===== src/rtl/packet_sequencer.sv =====
`default_nettype none
`timescale 1ns/1ps
// ============================================================================
// Module      : packet_sequencer
// Description : Captures a 16-byte packet after a chip-select rising edge.
//               The edge comes from an external MCU and is resynchronised to
//               clk. The block waits a settle delay, checks the header byte,
//               then streams the packet one byte per valid/ready handshake.
//               It also keeps status flags and packet/drop counters.
// Ports       : clk, rst_n (sync, active-low)
//               cs_n        raw chip select, asynchronous to clk
//               pkt_data    16-byte packet, byte 0 in [127:120]
//               enable      gates new packet starts only
//               tx_data/tx_valid/tx_ready/tx_last  outgoing byte stream
//               busy, hdr_ok, hdr_err, overrun     status
//               pkt_count (wrapping), drop_count (saturating)
// Revision    : 1.0  initial release
// ============================================================================
module packet_sequencer #(
  parameter int unsigned SETTLE_CYCLES = 4,
  parameter logic [7:0]  HEADER_BYTE   = 8'hAA
) (
  input  logic         clk,
  input  logic         rst_n,
  input  logic         cs_n,
  input  logic [127:0] pkt_data,
  input  logic         enable,
  output logic [7:0]   tx_data,
  output logic         tx_valid,
  input  logic         tx_ready,
  output logic         tx_last,
  output logic         busy,
  output logic         hdr_ok,
  output logic         hdr_err,
  output logic         overrun,
  output logic [15:0]  pkt_count,
  output logic [7:0]   drop_count
);

  localparam int unsigned c_cnt_w = (SETTLE_CYCLES > 1) ? $clog2(SETTLE_CYCLES) : 1;
  localparam logic [c_cnt_w-1:0] c_settle_last = c_cnt_w'(SETTLE_CYCLES - 1);

  typedef enum logic [1:0] {
    ST_IDLE   = 2'd0,
    ST_SETTLE = 2'd1,
    ST_CHECK  = 2'd2,
    ST_SEND   = 2'd3
  } state_t;

  state_t               state_q;
  logic                 cs_sync1_q;
  logic                 cs_sync2_q;
  logic                 cs_prev_q;
  logic [c_cnt_w-1:0]   settle_cnt_q;
  logic [3:0]           idx_q;
  logic [7:0]           snap_q [16];
  logic [7:0]           tx_data_q;
  logic                 tx_valid_q;
  logic                 tx_last_q;
  logic                 hdr_ok_q;
  logic                 hdr_err_q;
  logic                 overrun_q;
  logic [15:0]          pkt_count_q;
  logic [7:0]           drop_count_q;
  logic [7:0]           drop_count_d;

  logic                 w_cs_rise;
  logic                 w_hdr_good;
  logic [3:0]           w_next_idx;
  logic [1:0]           w_drop_inc;
  logic [8:0]           w_drop_sum;

  assign w_cs_rise  = !cs_prev_q && cs_sync2_q;
  assign w_hdr_good = (pkt_data[127:120] == HEADER_BYTE);
  assign w_next_idx = idx_q + 4'd1;

  // A reject and an overrun can land in the same cycle (CS edge during
  // CHECK with a bad header), so the increment can be 2; clamp at 255.
  always_comb begin
    w_drop_inc = 2'd0;
    if (w_cs_rise && (state_q != ST_IDLE)) begin
      w_drop_inc = w_drop_inc + 2'd1;
    end
    if ((state_q == ST_CHECK) && !w_hdr_good) begin
      w_drop_inc = w_drop_inc + 2'd1;
    end
    w_drop_sum   = {1'b0, drop_count_q} + {7'd0, w_drop_inc};
    drop_count_d = w_drop_sum[8] ? 8'hFF : w_drop_sum[7:0];
  end

  always_ff @(posedge clk) begin
    if (!rst_n) begin
      state_q      <= ST_IDLE;
      cs_sync1_q   <= 1'b1;
      cs_sync2_q   <= 1'b1;
      cs_prev_q    <= 1'b1;
      settle_cnt_q <= '0;
      idx_q        <= 4'd0;
      for (int i = 0; i < 16; i++) begin
        snap_q[i] <= 8'd0;
      end
      tx_data_q    <= 8'd0;
      tx_valid_q   <= 1'b0;
      tx_last_q    <= 1'b0;
      hdr_ok_q     <= 1'b0;
      hdr_err_q    <= 1'b0;
      overrun_q    <= 1'b0;
      pkt_count_q  <= 16'd0;
      drop_count_q <= 8'd0;
    end else begin
      cs_sync1_q   <= cs_n;
      cs_sync2_q   <= cs_sync1_q;
      cs_prev_q    <= cs_sync2_q;
      drop_count_q <= drop_count_d;

      // A new packet while one is in flight is never queued, only flagged.
      // This includes the cycle on which byte 15 is accepted.
      if (w_cs_rise && (state_q != ST_IDLE)) begin
        overrun_q <= 1'b1;
      end

      case (state_q)
        ST_IDLE: begin
          if (w_cs_rise && enable) begin
            settle_cnt_q <= '0;
            state_q      <= ST_SETTLE;
          end
        end

        ST_SETTLE: begin
          if (settle_cnt_q == c_settle_last) begin
            state_q <= ST_CHECK;
          end else begin
            settle_cnt_q <= settle_cnt_q + 1'b1;
          end
        end

        ST_CHECK: begin
          if (w_hdr_good) begin
            for (int i = 0; i < 16; i++) begin
              snap_q[i] <= pkt_data[127-8*i -: 8];
            end
            hdr_ok_q   <= 1'b1;
            hdr_err_q  <= 1'b0;
            idx_q      <= 4'd0;
            tx_valid_q <= 1'b1;
            tx_data_q  <= pkt_data[127:120];
            tx_last_q  <= 1'b0;
            state_q    <= ST_SEND;
          end else begin
            hdr_ok_q  <= 1'b0;
            hdr_err_q <= 1'b1;
            state_q   <= ST_IDLE;
          end
        end

        ST_SEND: begin
          // tx_valid_q is always high in this state; outputs move only on
          // an accepted beat, so they hold across stalls.
          if (tx_ready) begin
            if (idx_q == 4'd15) begin
              tx_valid_q  <= 1'b0;
              tx_last_q   <= 1'b0;
              pkt_count_q <= pkt_count_q + 16'd1;
              state_q     <= ST_IDLE;
            end else begin
              idx_q     <= w_next_idx;
              tx_data_q <= snap_q[w_next_idx];
              tx_last_q <= (w_next_idx == 4'd15);
            end
          end
        end

        default: state_q <= ST_IDLE;
      endcase
    end
  end

  assign busy       = (state_q != ST_IDLE);
  assign tx_data    = tx_data_q;
  assign tx_valid   = tx_valid_q;
  assign tx_last    = tx_last_q;
  assign hdr_ok     = hdr_ok_q;
  assign hdr_err    = hdr_err_q;
  assign overrun    = overrun_q;
  assign pkt_count  = pkt_count_q;
  assign drop_count = drop_count_q;

endmodule
`default_nettype wire


===== config.mk =====
export PLATFORM = sky130hd
export DESIGN_NAME = packet_sequencer
export DESIGN_NICKNAME = d
export VERILOG_FILES = /design/src/rtl/packet_sequencer.sv
export SDC_FILE = /design/constraint.sdc
export NUM_CORES = 1
export LEC_CHECK = 0
export BUFFER_PORTS_ARGS = -buffer_cell sky130_fd_sc_hd__buf_2
export CAP_MARGIN = 20
export CORE_UTILIZATION = 45
export CTS_CLUSTER_DIAMETER = 150
export CTS_CLUSTER_SIZE = 24
export DETAILED_ROUTE_END_ITERATION = 8
export PLACE_DENSITY = 0.71
export SYNTH_ARGS = -nofsm -noshare
export SYNTH_HDL_FRONTEND = slang
export SYNTH_SLANG_ARGS = --single-unit

===== constraint.sdc =====
create_clock -name clk -period 8.4 [get_ports clk]
set_clock_uncertainty 0.15 [all_clocks]
set_input_delay 2.52 -clock clk [delete_from_list [all_inputs] [get_ports clk]]
set_output_delay 2.52 -clock clk [all_outputs]
set_load 0.01 [all_outputs]

==> results.tsv, run 1 <==
stage	metric	value	unit
cts	post-cts-setup-buffer-count	0	
cells_and_area	syn_to_final_growth	20.5	%
worst_setup_path	cp-end-kind	register	
placed_design	numPortBuffers	170	
yosys	synth.avg_cell_area	13.3	um^2
power	p_sw_share	20.4	%
cells_and_area	drive_above_1_share	33.5	%
drt	wl_per_cell	16.3	um
global_routing	first_global_vias	5135	
sta	finalHoldViolCount	0	
worst_setup_path	critPathSlowestCell	fa_1	
drt	viasPerCell	5.19	
worst_setup_path	path_depth	12	
floorplan	rows	48	
yosys	postSynthRegisterBits	176	
cts	insertion_delay	420	ps
sta	rsz0062_at_grt	false	
sta	relSlewSlack	41.3	%
cts	htreeDepth	4	
worst_setup_path	path_cells	buf_2 -> nand4bb_1 -> nor2_1 -> nor2_1 -> ha_1 -> ha_1 -> inv_1 -> fa_1 -> nand2b_1 -> nor2_1 -> nand3_1 -> a21oi_1	
job	maxCapViolCount	0	
worst_setup_path	reg2reg_to	tx_data[2]$_SDFFE_PN0P_	
yosys	synth_edf_count	128	
floorplan	ios	171	
worst_setup_path	worstReg2RegStart	idx_q[0]$_SDFFE_PN0P_	
worst_setup_path	r2r_slack	5390	ps
sta	fmax	211	MHz
drt	antenna_left	0	
placed_design	placed_cells	972	
global_routing	grt_pass1_wl	25.8	mm
cells_and_area	diodes	0	
sta	worst_slew_pin_slew	881	ps
worst_setup_path	critPathLaunchType	input pin	
drt	initialDrtViolationCount	266	
placed_design	hpwl	11.5	mm
worst_setup_path	path_buf_inv	2	
placed_design	placed_cell_area	9040	um^2
sta	period_share	56.5	%
worst_setup_path	required	8600	ps
cells_and_area	fin_nets	908	
yosys	netlist_instances	602	
yosys	synth_top_area_cell	edfxtp_1	
power	p_sw	367	uW
cts	clockBufferDepth	2	
yosys	synthTopCellsByArea	edfxtp_1, dfxtp_1, and2_1	
cts	cts_tree	yes	
global_routing	antenna_found_initial	0	
yosys	synth.top_cell.area_share	48.1	%
cts	clk_pin_slew_worst_paths	60	ps
yosys	async_flop_share	0	%
global_routing	grt_usage	18.6	%
floorplan	initial_utilization	46.2	%
cells_and_area	layoutNonFillerInstCount	1005	
power	powerDensity	187	nW/um^2
worst_setup_path	r2r.worst_path.cells	6	
outcome	outcome	completed	
power	pwr-share-seq	53.6	%
floorplan	die_area	18300	um^2
drt	vias	5219	
worst_setup_path	max_stage_delay	410	ps
power	comb_power_share	4.2	%
sta	post-route-min-period	4750	ps
worst_setup_path	crit_top_cell	nor2_1	
cts	cts_resized	0	
yosys	yosysSeqAreaShare	60.1	%
global_routing	grt_max_degree	86	
yosys	syn-cell-area	8000	um^2
drt	wl	16.4	mm
yosys	synth_commonest_cells	edfxtp_1, and2_1, dfxtp_1, nor2_1, mux4_2	
cells_and_area	stdcell_area	9640	um^2
yosys	yosysWarnings	0	
cts	cts_buffers	17	
cts	cts_sinks	176	
power	p_int	1430	uW
worst_setup_path	critPathTopFamily	simple AND/OR/NAND/NOR gates	
floorplan	die_w	135	um
min_path	min-delay-start	cs_sync1_q$_SDFF_PN1_	
cells_and_area	final_core_util	55.7	%
yosys	synth_cell_types	60	
sta	finalSetupViolations	0	
power	p_clk_share	42.2	%
min_path	hp-class	register to register	
power	total_leakage_power	0.00380	uW
cts	ctsHoldBuffers	0	
worst_setup_path	worstPathMaxFanout	6	
yosys	synth_top_flop_cell	edfxtp_1	
global_routing	grt-ovfl-total	0	
worst_setup_path	worstSetupPathType	input pin to register	
floorplan	dieHeight	135	um
min_path	whs_path_depth	1	
sta	tns	0	ps
cts	cts_root_buffer	clkbuf_16	
power	ir_drop	0.149	mV
sta	slew_viol_final	0	
drt	firstDrtPassIters	5	
floorplan	core-area	17300	um^2
worst_setup_path	cp.arrival	4940	ps
yosys	synth_most_common_cell	edfxtp_1	
min_path	min_to	cs_sync2_q$_SDFF_PN1_	
placed_design	gp_congestion	0.805	
drt	drc	0	
registers in the layout, summed over array words and instances, names as in the netlist, 2 cells and up:
name          flops
idx_q             4
state_q           2
snap_q          128
tx_data           8
settle_cnt_q      2
drop_count        8
pkt_count        16
cell usage in the layout (no fill, tap or decap), types with 3 or more instances in the layout:
cell type	n
o21ai_1	3
xor2_1	7
o21ai_0	10
nor3_2	7
inv_1	14
conb_1	4
clkinv_1	3
mux2i_1	6
nand3_1	9
or3_1	4
nand2b_1	10
edfxtp_1	128
nor2_1	38
clkbuf_16	17
ha_1	6
a22oi_1	4
buf_2	170
clkinv_2	3
nand2_1	22
buf_4	3
nand4_1	5
a211oi_1	9
mux4_2	31
xnor2_1	11
a311oi_1	4
a31oi_1	5
and2_1	127
dfxtp_1	47
a21oi_1	20
inv_6	3
and3_1	5
metal layers:
metal,up-vias,GRT usage (%),wire [um]
li1,2504,-,-
met1,2493,25.1,7120
met2,205,30.0,7910
met3,17,4.38,1150
met4,0,5.68,187
met5,-,0,0
cells by family (layout without fill, tap and decap cells):
logic type,count (synthesis),after routing,synth area share [%]
compound gates,62,62,4.99
xor+xnor,19,19,2.17
fa+ha+maj,8,8,1.35
buf+inv,47,222,2.91
flops,176,176,60.1
mux,38,38,9.62
other cells,1,4,0.0469
simple gates,251,251,18.8
power groups by stage:
stage          combinational (uW)  sequential, uW  clock [uW]
2_1_floorplan                34.0             985           0
3_3_place_gp                 73.0             983           0
3_5_place_dp                 75.5             985           0
4_1_cts                      75.7             967         777
5_1_grt                      83.5             968         813
6_report                     75.9             966         760
worst max path at each step:
stage	startpoint	endpoint	slack [ps]
after CTS	pkt_data[126]	snap_q[8][4]$_SDFFCE_PN0P_	3450
final	pkt_data[126]	drop_count[1]$_SDFF_PN0_	3650
after global routing	pkt_data[122]	drop_count[1]$_SDFF_PN0_	3460
after detailed placement	pkt_data[126]	snap_q[10][6]$_SDFFCE_PN0P_	3000
after floorplan	pkt_data[126]	snap_q[0][0]$_SDFFCE_PN0P_	1760
after global placement	rst_n	snap_q[0][5]$_SDFFCE_PN0P_	3010
layout make-up:
cell class	instances	area, um^2
clock buffer	17	425
clock inverter	15	143
fill	1463	7660
inverter	14	52.6
multi-input combinational	382	2980
sequential	176	4810
tap	225	282
timing repair buffer	176	948
worst register-to-register path, delay by kind of cell, from the launching register on:
kind	cells	cell delay, ps
xor gates and xnor gates	1	670
buffers and inverters	1	570
adders and majority gates	1	460
AOI/OAI and AO/OA	1	350
DFF	1	330
muxes	1	300
and+or+nand+nor	1	70
through the flow:
stage	worst slack, ps	hold WS, ps	total power (uW)
3_5_place_dp	3000	242	1060
4_1_cts	3450	255	1820
2_1_floorplan	1760	236	1020
3_3_place_gp	3010	246	1060
6_report	3650	256	1800
5_1_grt	3460	264	1860
No activity file was read; power rests on OpenSTA's default activity.
==> run 2: changes to the inputs <==
ABC_AREA = 1   (was not set)
PLACE_DENSITY = 0.7   (was 0.71)
clock period = 4.8 ns   (was 8.4 ns; I/O delays follow)
==> results.tsv, run 2 <==
stage	metric	value	unit	change
outcome	outcome	completed		
sta	fmax	276	MHz	
yosys	synth_commonest_cells	nand2_1, inv_1, edfxtp_1, nor2_1, nand3_1		
placed_design	placed_cell_area	9540	um^2	+5.5%
floorplan	dieHeight	139	um	+2.9%
cells_and_area	diodes	0		unchanged
yosys	synth_cell_types	34		-43%
sta	hold_slack	267	ps	+11.3 ps
sta	slew_viol_final	0		unchanged
cells_and_area	syn_to_final_growth	19.7	%	
cells_and_area	final_cell_mix	nand2_1, inv_1, buf_2, edfxtp_1, nor2_1		
cts	cts_tree	yes		
yosys	synth_edf_count	128		unchanged
cts	post-cts-setup-buffer-count	0		unchanged
cells_and_area	stdcell_area	10200	um^2	+5.4%
worst_setup_path	cp.arrival	3830	ps	-1110 ps
drt	drc	0		unchanged
floorplan	initial_utilization	46.6	%	+0.35 points
cts	cts_resized	0		unchanged
cells_and_area	top_register	snap_q		
sta	period_share	75.6	%	
power	total_leakage_power	0.00517	uW	+36%
sta	finalSetupViolations	0		unchanged
cells_and_area	drive_above_1_share	18.9	%	-15 points
drt	antenna_left	0		unchanged
global_routing	use_met1	25.9	%	+0.76 points
cts	ctsHoldBuffers	0		unchanged
yosys	synthTopCellsByArea	edfxtp_1, nand2_1, dfxtp_1		
cells_and_area	fin_nets	1328		+46%
cts	insertion_delay	420	ps	about the same
yosys	yosysWarnings	0		unchanged
worst_setup_path	required	5000	ps	-3600 ps
cts	clockBufferDepth	2		unchanged
global_routing	grt_pass1_wl	31.3	mm	+22%
yosys	syn-cell-area	8480	um^2	+6.1%
global_routing	grt-ovfl-total	0		unchanged
global_routing	grt_usage	20.6	%	+1.9 points
yosys	netlist_instances	1027		+71%
floorplan	rows	49		+2.1%
worst_setup_path	worstPathMaxFanout	5		-1
floorplan	die_w	139	um	+2.9%
yosys	async_flop_share	0	%	unchanged
worst_setup_path	worstSetupPathType	input pin to register		
yosys	postSynthRegisterBits	176		unchanged
cells_and_area	largest_register_ffs	128		unchanged
drt	wl_per_cell	13.4	um	-18%
yosys	synth_top_flop_cell	edfxtp_1		
worst_setup_path	cp-end-kind	register		
yosys	synth_top_area_cell	edfxtp_1		
yosys	synth.top_cell.area_share	45.3	%	-2.8 points
worst_setup_path	critPathLaunchType	input pin		
global_routing	grtUsageMet2	36.0	%	+6.0 points
sta	post-route-min-period	3630	ps	
drt	wl	19.1	mm	+17%
yosys	synth_most_common_cell	nand2_1		
sta	tns	0	ps	unchanged
placed_design	gp_congestion	0.825		+2.5%
cells_and_area	final_common_cell	nand2_1		
power	powerDensity	328	nW/um^2	+76%
floorplan	core-area	18200	um^2	+5.3%
drt	vias	6728		+29%
global_routing	grt_max_degree	69		-20%
sta	relSlewSlack	38.4	%	-2.9 points
yosys	synth.avg_cell_area	8.26	um^2	-38%
drt	firstDrtPassIters	4		-1
global_routing	top_usage_layer	met2		
global_routing	first_global_vias	6610		+29%
sta	worst_slew_pin_slew	923	ps	+42.8 ps
yosys	yosysSeqAreaShare	56.6	%	-3.4 points
global_routing	antenna_found_initial	0		unchanged
floorplan	die_area	19400	um^2	+6.0%
min_path	hp-class	register to register		
power	power	3330	uW	+85%
job	maxCapViolCount	0		unchanged
floorplan	ios	171		unchanged
cts	clk_pin_slew_worst_paths	60	ps	about the same
cts	htreeDepth	4		unchanged
cts	cts_sinks	176		unchanged
cts	cts_buffers	17		unchanged
power	ir_drop	0.297	mV	+99%
sta	rsz0062_at_grt	false		
sta	finalHoldViolCount	0		unchanged
placed_design	numPortBuffers	170		unchanged
drt	initialDrtViolationCount	432		+62%
global_routing	met3_usage	3.06	%	-1.3 points
placed_design	hpwl	13.0	mm	+13%
drt	viasPerCell	4.71		-9.3%
cts	cts_root_buffer	clkbuf_16		
[run 2: cell count changes after synthesis, sizes merged, moves of 9 or more]
cell / change
nand2: +250
inv: +199
and2: -127
nand3: +83
nor2: +80
mux4: -31
nand2b: -10
o21ai: +10
a21oi: +9
[run 2: cell type report]
class / instances / area, um^2
clock buffer: 17 / 425
clock inverter: 14 / 165
fill: 1735 / 8060
inverter: 213 / 800
multi-input combinational: 598 / 2690
sequential: 176 / 4810
tap: 229 / 287
timing repair buffer: 181 / 978
[run 2: cells by family after synthesis]
group	after synthesis	share of synthesized area [%]
flops	176	56.6
compound gates	65	4.17
fa+ha+maj	8	1.27
buf+inv	256	11.8
other cells	1	0.0442
simple gates	510	24.8
xor+xnor	11	1.22
[run 2: worst paths after layout]
| check | start | to | slack (ps) | cells after the start |
|---|---|---|---|---|
| max | pkt_data[124] | drop_count[1]$_SDFF_PN0_ | 1170 | 14 |
| max reg2reg | idx_q[0]$_SDFFE_PN0P_ | tx_data[1]$_SDFFE_PN0P_ | 1840 | 8 |
| min | cs_sync1_q$_SDFF_PN1_ | cs_sync2_q$_SDFF_PN1_ | 270 | 1 |
| min reg2reg | cs_sync1_q$_SDFF_PN1_ | cs_sync2_q$_SDFF_PN1_ | 270 | 1 |
[run 2: power by group]
part	internal (uW)	total, uW	switching, uW	leakage [uW]
Clock	816	1390	573	0.000286
Combinational	90.9	222	131	0.00321
Sequential	1700	1720	23.8	0.00167
Total	2610	3330	728	0.00517
[run 2: per-layer routing]
metal / up-vias / share of wire [%]
li1: 3491 / -
met1: 3042 / 45
met2: 174 / 49
met3: 21 / 4.3
met4: 0 / 1.7
met5: - / 0
[run 2: worst max-delay path, cell delays in order]
cell and delay [ps]:
buf_2 100, nor2_1 90, nand3_1 70, nor2_1 180
nor3_1 90, ha_1 290, ha_1 160, inv_1 50
fa_1 390, nor2_1 210, nand2_1 120, nor3_1 400
inv_1 110, a21oi_1 130
[run 2: metrics by stage]
step	util (%)	std cells	worst slack, ps
2_1_floorplan	-	1030	762
3_3_place_gp	52.3	1395	823
3_5_place_dp	52.4	1396	757
4_1_cts	55.6	1427	1190
5_1_grt	55.8	1428	909
6_report	55.8	1428	1170
==> run 3: changes to the inputs <==
PLACE_DENSITY = 0.73   (was 0.7)
clock period = 3.1 ns   (was 4.8 ns; I/O delays follow)
==> results.tsv, run 3 (synthesis results as in run 2) <==
stage	metric	value	unit	change
worst_setup_path	worstSetupPathType	input pin to register		
sta	finalHoldViolCount	0		unchanged
sta	final.setup.worst_slack	262	ps	-909 ps
sta	slew_viol_final	0		unchanged
drt	drc	0		unchanged
cells_and_area	top_register	snap_q		
global_routing	antenna_found_initial	0		unchanged
global_routing	grt-ovfl-total	0		unchanged
drt	vias	6834		+1.6%
floorplan	rows	49		unchanged
drt	initialDrtViolationCount	432		unchanged
cts	cts_root_buffer	clkbuf_16		
cells_and_area	syn_to_final_growth	20.0	%	
floorplan	core-area	18200	um^2	unchanged
cts	ctsHoldBuffers	0		unchanged
cts	cts_resized	0		unchanged
cells_and_area	drive_above_1_share	19.4	%	+0.45 points
global_routing	grt_pass1_wl	31.5	mm	+0.60%
power	p_sw	1130	uW	+55%
placed_design	hpwl	13.2	mm	+1.5%
cts	cts_buffers	17		unchanged
cts	htreeDepth	4		unchanged
placed_design	place_ws	-270	ps	-1030 ps
power	comb_power_share	6.8	%	about the same
sta	relSlewSlack	53.0	%	+15 points
worst_setup_path	crit_start	pkt_data[124]		
cts	clk_pin_slew_worst_paths	70	ps	about the same
min_path	min-delay-start	cs_sync1_q$_SDFF_PN1_		
drt	viasPerCell	4.76		+1.0%
job	maxCapViolCount	0		unchanged
placed_design	gp_congestion	0.847		+2.6%
cells_and_area	final_common_cell	nand2_1		
cts	cts_sinks	176		unchanged
power	total_leakage_power	0.00520	uW	+0.43%
drt	firstDrtPassIters	5		+1
drt	wl_per_cell	13.3	um	-0.68%
power	p_clk_share	40.8	%	-0.9 points
cts	insertion_delay	430	ps	about the same
drt	antenna_left	0		unchanged
global_routing	first_global_vias	6627		+0.26%
cells_and_area	fin_nets	1335		+0.53%
worst_setup_path	worstPathMaxFanout	5		unchanged
sta	worst_slew_pin_slew	705	ps	-219 ps
cells_and_area	fillerInstances	1633		-5.9%
sta	fmax	352	MHz	
cts	clockBufferDepth	2		unchanged
cts	post-cts-setup-buffer-count	0		unchanged
cts	cts_tree	yes		
power	powerDensity	500	nW/um^2	+52%
cells_and_area	largest_register_ffs	128		unchanged
worst_setup_path	worstReg2RegStart	state_q[0]$_SDFFE_PN0P_		
min_path	hp-class	register to register		
drt	wl	19.1	mm	-0.12%
sta	finalSetupViolations	0		unchanged
floorplan	die_w	139	um	unchanged
global_routing	grt_max_degree	65		-5.8%
outcome	outcome	completed		
sta	tns	0	ps	unchanged
worst_setup_path	cp.arrival	3050	ps	-780 ps
worst_setup_path	cp-end-kind	register		
worst_setup_path	critPathLaunchType	input pin		
placed_design	numPortBuffers	170		unchanged
sta	period_share	91.6	%	
floorplan	initial_utilization	46.6	%	unchanged
global_routing	grt_usage	20.8	%	+0.24 points
worst_setup_path	required	3310	ps	-1690 ps
power	ir_drop	0.412	mV	+39%
floorplan	ios	171		unchanged
power	p_sw_share	22.2	%	+0.40 points
cells_and_area	diodes	0		unchanged
power	pwr-share-seq	52.5	%	+0.8 points
cells_and_area	final_cell_mix	nand2_1, inv_1, buf_2, edfxtp_1, nor2_1		
power	p_int	3960	uW	+52%
sta	post-route-min-period	2840	ps	
floorplan	dieHeight	139	um	unchanged
floorplan	die_area	19400	um^2	unchanged
run 3: critical path: stages:
cell and delay [ps]:
buf_2 100, nor2_1 90, nand3_1 80, nor2_2 160, nor3_1 80, ha_1 280, ha_1 160, inv_1 50
fa_1 400, nor2_2 170, nand2_1 120, nor3_4 210, inv_1 80, a21oi_1 120
run 3: power by group through the flow:
stage | clock network [uW] | registers, uW | logic [uW]
final | 2070 | 2670 | 344
after global routing | 2190 | 2680 | 397
after CTS | 2100 | 2670 | 348
after detailed placement | 0 | 2720 | 346
after global placement | 0 | 2710 | 340
after floorplan | 0 | 2710 | 193
run 3: worst paths after layout:
| path | to | slack [ps] | cells past startpoint |
|---|---|---|---|
| worst min register to register | cs_sync2_q$_SDFF_PN1_ | 270 | 1 |
| worst max-delay path | drop_count[1]$_SDFF_PN0_ | 260 | 14 |
| worst max register to register | drop_count[1]$_SDFF_PN0_ | 560 | 11 |
| worst min-delay path | cs_sync2_q$_SDFF_PN1_ | 270 | 1 |
run 3: cell type report:
class	count	area, um^2	share of cell area, %
sequential	176	4810	47.2
multi-input combinational	598	2710	26.6
timing repair buffer	188	1010	9.93
inverter	213	800	7.85
clock buffer	18	429	4.21
tap	229	287	2.81
clock inverter	14	141	1.39
run 3: stage by stage:
step	util [%]	hold slack (ps)	std cells	instance area, um^2	total power [uW]
finish	55.9	266	1436	10200	5090
global route	55.9	280	1436	10200	5270
CTS	55.9	269	1436	10200	5120
detailed placement	52.7	252	1404	9600	3070
global placement	52.7	259	1404	9600	3060
floorplan	-	243	1030	8510	2900
run 3: routing by layer:
layer  global-route usage (%)  part of all wire [%]  vias up
li1                         -                     -     3504
met1                     25.8                    43     3083
met2                     36.6                    50      213
met3                     3.27                   4.8       34
met4                     7.66                   2.0        0
met5                        0                     0        -
